## src/rtl/piso_serializer.sv

```systemverilog
// piso_serializer: parallel-in serial-out shifter, MSB first, with a ready/valid load
// handshake and gapless streaming of back-to-back words.
module piso_serializer #(
    parameter int   WIDTH      = 16,
    parameter logic IDLE_LEVEL = 1'b0
) (
    input  logic             CLK,
    input  logic             RESET,
    input  logic [WIDTH-1:0] DATA_IN,
    input  logic             LOAD_VALID,
    output logic             LOAD_READY,
    output logic             OUT,
    output logic             OUT_VALID,
    output logic             DONE
);
    localparam int CW = $clog2(WIDTH);
    localparam logic [CW-1:0] LAST_CNT = CW'(WIDTH - 1);

    typedef enum logic {IDLE, SHIFT} state_t;

    state_t           state_q, state_d;
    logic [WIDTH-1:0] sr_q, sr_d;
    logic [CW-1:0]    cnt_q, cnt_d;
    logic             done_q, done_d;
    logic             last_bit, accept;

    always_comb begin
        last_bit = (state_q == SHIFT) && (cnt_q == LAST_CNT);
        accept   = LOAD_VALID && ((state_q == IDLE) || last_bit);
        state_d  = accept ? SHIFT : (last_bit ? IDLE : state_q);
        sr_d     = accept ? DATA_IN : ((state_q == SHIFT) ? {sr_q[WIDTH-2:0], 1'b0} : sr_q);
        cnt_d    = (accept || last_bit) ? '0 : ((state_q == SHIFT) ? cnt_q + CW'(1) : cnt_q);
        done_d   = last_bit;
    end

    always_ff @(posedge CLK) begin
        if (RESET) begin
            state_q <= IDLE;
            sr_q    <= '0;
            cnt_q   <= '0;
            done_q  <= 1'b0;
        end else begin
            state_q <= state_d;
            sr_q    <= sr_d;
            cnt_q   <= cnt_d;
            done_q  <= done_d;
        end
    end

    // Outputs come purely from registers so nothing on the inputs reaches them in the same cycle.
    assign LOAD_READY = (state_q == IDLE) || ((state_q == SHIFT) && (cnt_q == LAST_CNT));
    assign OUT        = (state_q == SHIFT) ? sr_q[WIDTH-1] : IDLE_LEVEL;
    assign OUT_VALID  = (state_q == SHIFT);
    assign DONE       = done_q;
endmodule

```

## config.mk

```make
export PLATFORM = sky130hd
export DESIGN_NAME = piso_serializer
export DESIGN_NICKNAME = d
export VERILOG_FILES = /design/src/rtl/piso_serializer.sv
export SDC_FILE = /design/constraint.sdc
export NUM_CORES = 1
export LEC_CHECK = 0
export ABC_CLOCK_PERIOD_IN_PS = 1400
export BUFFER_PORTS_ARGS = -buffer_cell sky130_fd_sc_hd__buf_2
export CAP_MARGIN = 20
export CORE_ASPECT_RATIO = 1.5
export CORE_MARGIN = 1.5
export CORE_UTILIZATION = 45
export DETAILED_ROUTE_END_ITERATION = 10
export PLACE_DENSITY_LB_ADDON = 0.1
export SYNTH_ARGS = -nofsm -noshare
export SYNTH_HDL_FRONTEND = slang
export SYNTH_SLANG_ARGS = --single-unit
```

## constraint.sdc

```tcl
create_clock -name CLK -period 1.4 [get_ports CLK]
set_input_delay 0.28 -clock CLK [delete_from_list [all_inputs] [get_ports CLK]]
set_output_delay 0.28 -clock CLK [all_outputs]
set_load 0.05 [all_outputs]
```

==> impl_metrics.py <==
metrics = {
    "finish": {
        "multi_input_area_um2": 958,
        "antenna_cells": 0,
        "regArea_um2": 447,
        "nets": 184,
        "n_fill_cell": 288,
        "syn_to_final_growth_pct": 18.9,
        "drive_above_1_share": 0.497,
    },
    "synth": {
        "synth-seq-cells": 22,
        "synth_mux_area_frac": 0.145,
        "syn_area_per_cell_um2": 10.6,
        "syn_area_mm2": 0.00148,
        "synth_adder_area_share": 0.00847,
        "synth_compound_area_frac": 0.165,
        "syn_nets": 159,
        "synth_top_family_by_area": "simple AND/OR/NAND/NOR gates",
        "synth-xor-area-share": 0.0178,
        "synthTopCellsByArea": "dfxtp_1, o221ai_2, mux2_4",
        "synth.distinct_cells": 35,
        "ys_seq_area_frac": 0.298,
        "synth_top_area_cell": "dfxtp_1",
        "yosys.area.top_type_share": 0.298,
        "netlist_instances": 139,
        "yosysWarnings": 0,
        "synth_simple_gate_area_frac": 0.289,
    },
    "sta": {
        "finalClockSkew_ps": 5.43,
        "relSlewSlack": 0.667,
        "hold_viol_final": 0,
        "min_period_ps": 1390,
        "drv_slew": 0,
        "period_share": 0.994,
        "rsz0062_at_grt": "true",
        "fmax_mhz": 719,
        "setup_violations": 0,
        "whs_ps": 303,
        "worstMarginPinSlew_ps": 500,
    },
    "global_route": {
        "grt_usage": 0.191,
        "grt_pass1_wl_mm": 5.31,
        "grt_pass1_vias": 1137,
        "grt.overflow.total": 0,
        "grt_max_degree": 25,
        "antenna_found_initial": 0,
    },
    "setup_path": {
        "path_class": "flip-flop to output pin",
        "r2r_slack_ps": 60,
        "cp.arrival_ps": 1110,
        "startpoint": "cnt_q[1]$_SDFFE_PP0P_",
        "endpoint": "LOAD_READY",
        "r2r.worst_path.cells": 4,
        "crit_required_ps": 1120,
        "cp_max_fo": 4,
        "r2r_end": "cnt_q[3]$_SDFFE_PP0P_",
        "cp-start-kind": "flip-flop",
        "rr_startpoint": "cnt_q[1]$_SDFFE_PP0P_",
        "crit_path_end_kind": "output pin",
    },
    "routing": {
        "vias": 1137,
        "viasPerCell": 5.60,
        "drt_iter0_markers": 14,
        "routedWlPerCell_um": 15.5,
        "ant_nets": 0,
        "drt_pre_antenna_iters": 4,
        "drc": 0,
        "routed_wl_mm": 3.15,
    },
    "power_and_ir_drop": {
        "p_leak_uw": 0.000696,
        "seq_power_share": 0.471,
        "pwr-share-clk": 0.275,
        "powerDensity_mw_per_mm2": 858,
        "power.internal_uw": 1080,
        "power.total_uw": 1510,
        "swShare": 0.287,
        "power.switching_uw": 432,
        "p_comb_frac": 0.255,
        "irDropWorstVdd_mv": 0.481,
    },
    "clocking": {
        "root_buffer": "clkbuf_8",
        "cts_tree": "built",
        "cts.sinks": 22,
        "htree_levels": 1,
        "cts.clk_slew.worst_paths_ps": 80,
        "cts_buffers": 3,
        "worst_skew_pair.late_latency_ps": 260,
        "cts.path.max_buffers": 2,
    },
    "floorplan": {
        "initial_core_util": 0.472,
        "die_area_mm2": 0.00364,
        "coreArea_mm2": 0.00313,
        "chipWidth_um": 49.8,
        "num_io_pins": 23,
        "fp.dieH_um": 73.2,
        "fp-row-count": 25,
    },
    "placed_design": {
        "gp_congestion": 0.726,
        "port_buffers": 22,
        "dp_hpwl_mm": 2.09,
    },
    "worst_hold_path": {
        "hold_class": "input port to flip-flop",
    },
    "run_status": {
        "outcome": "completed",
    },
    "job": {
        "max_cap_viol_count": 0,
    },
}
## stage by stage
stage / instance area (µm²) / setup TNS, ps / utilization / cells / worst slack, ps
3_3_place_gp: 1640 / 0 / 0.525 / 197 / 55.6
3_5_place_dp: 1640 / -40.8 / 0.525 / 197 / -40.8
6_report: 1760 / 0 / 0.562 / 203 / 8.84
2_1_floorplan: 1490 / 0 / - / 139 / 3.37
4_1_cts: 1750 / 0 / 0.560 / 203 / 6.87
5_1_grt: 1760 / -47.5 / 0.562 / 203 / -47.5
## layout by cell type, fill, tap and decap left out, drive strengths merged
cell type / instances
nor3b: 1
o221ai: 12
clkbuf: 4
a2bb2oi: 1
o21a: 1
dfxtp: 22
nand3: 2
nand2b: 2
o211a: 1
inv: 1
and3: 1
nand4: 2
nor3: 25
nand2: 3
nor2b: 2
nor4: 1
mux2i: 3
a21oi: 4
xnor2: 1
or3b: 12
mux2: 13
and2: 1
or2: 1
xor2: 2
ha: 1
buf: 34
a211o: 1
a2111oi: 1
nor2: 8
## worst max-delay path, stage by stage (launching register included)
cell	delay, ps
dfxtp_2	360
ha_4	170
nand3_4	90
nand2_4	90
buf_8	140
## repair_timing
item	CTS	global route
hold endpoints to repair	0	0
pin swaps	2	0
hold buffers	0	0
gates resized for setup	11	1
setup endpoints to repair	5	2
setup buffers	2	0
## kinds of logic after synthesis
group                      Yosys count
muxes                               16
and+or+nand+nor                     61
adders and majority gates            1
xor gates and xnor gates             3
AOI/OAI and AO/OA                   21
buffers and inverters               15
DFF                                 22
## final cells by class
| cell class | instances | area share |
|---|---|---|
| flip-flops and latches | 22 | 0.254 |
| multi-input cells | 102 | 0.546 |
| inverters | 1 | 0.00214 |
| well taps | 40 | 0.0285 |
| clock buffers | 4 | 0.0256 |
| repair buffers | 34 | 0.144 |
## power by group through the flow
stage	Combinational (µW)	Sequential (µW)	Clock (µW)
3_5_place_dp	356	731	0
2_1_floorplan	297	712	0
3_3_place_gp	344	728	0
5_1_grt	418	717	441
6_report	384	709	414
4_1_cts	386	709	422
## sequential cells by signal, summed over array words and instances, names as in the netlist
signal	cells
cnt_q	4
OUT_VALID	1
sr_q	16
DONE	1
## synth_stat cells
library cell,count
a21oi_1,4
nand3_1,2
ha_1,1
or2_1,1
nand4_2,1
nand2b_1,2
nor3_2,11
nand2_1,3
mux2i_1,3
o211a_1,1
buf_6,6
a2111oi_2,1
o221ai_2,11
o221ai_1,1
xor2_1,2
nand4_1,1
or3b_1,12
nor4_2,1
dfxtp_1,22
nor3_1,14
o21a_1,1
a211o_1,1
nor2b_4,1
xnor2_1,1
nor2b_1,1
mux2_1,3
a2bb2oi_1,1
and2_1,1
buf_2,7
and3_1,1
buf_4,1
mux2_4,10
inv_2,1
nor3b_1,1
nor2_1,8
## worst min-delay path by stage
| stage | endpoint | slack (ps) | from | cells after the start |
|---|---|---|---|---|
| CTS | sr_q[0]$_SDFFE_PP0P_ | 300 | DATA_IN[0] | 3 |
| global route | sr_q[0]$_SDFFE_PP0P_ | 320 | DATA_IN[0] | 3 |
| floorplan | sr_q[0]$_SDFFE_PP0P_ | 440 | DATA_IN[0] | 2 |
| finish | sr_q[0]$_SDFFE_PP0P_ | 300 | DATA_IN[0] | 3 |
| detailed placement | sr_q[15]$_SDFFE_PP0P_ | 540 | sr_q[14]$_SDFFE_PP0P_ | 1 |
| global placement | cnt_q[1]$_SDFFE_PP0P_ | 500 | cnt_q[1]$_SDFFE_PP0P_ | 2 |
## per-layer routing
| layer | wire length (µm) | vias to the layer above | share of wire | track usage |
|---|---|---|---|---|
| met5 | 0 | - | 0 | 0 |
| met3 | 66 | 4 | 0.021 | 0.0225 |
| met4 | 63 | 0 | 0.020 | 0.108 |
| met2 | 1610 | 16 | 0.51 | 0.344 |
| met1 | 1410 | 546 | 0.45 | 0.216 |
| li1 | - | 571 | - | - |
Note: power is estimated with default switching activity, not from simulation.
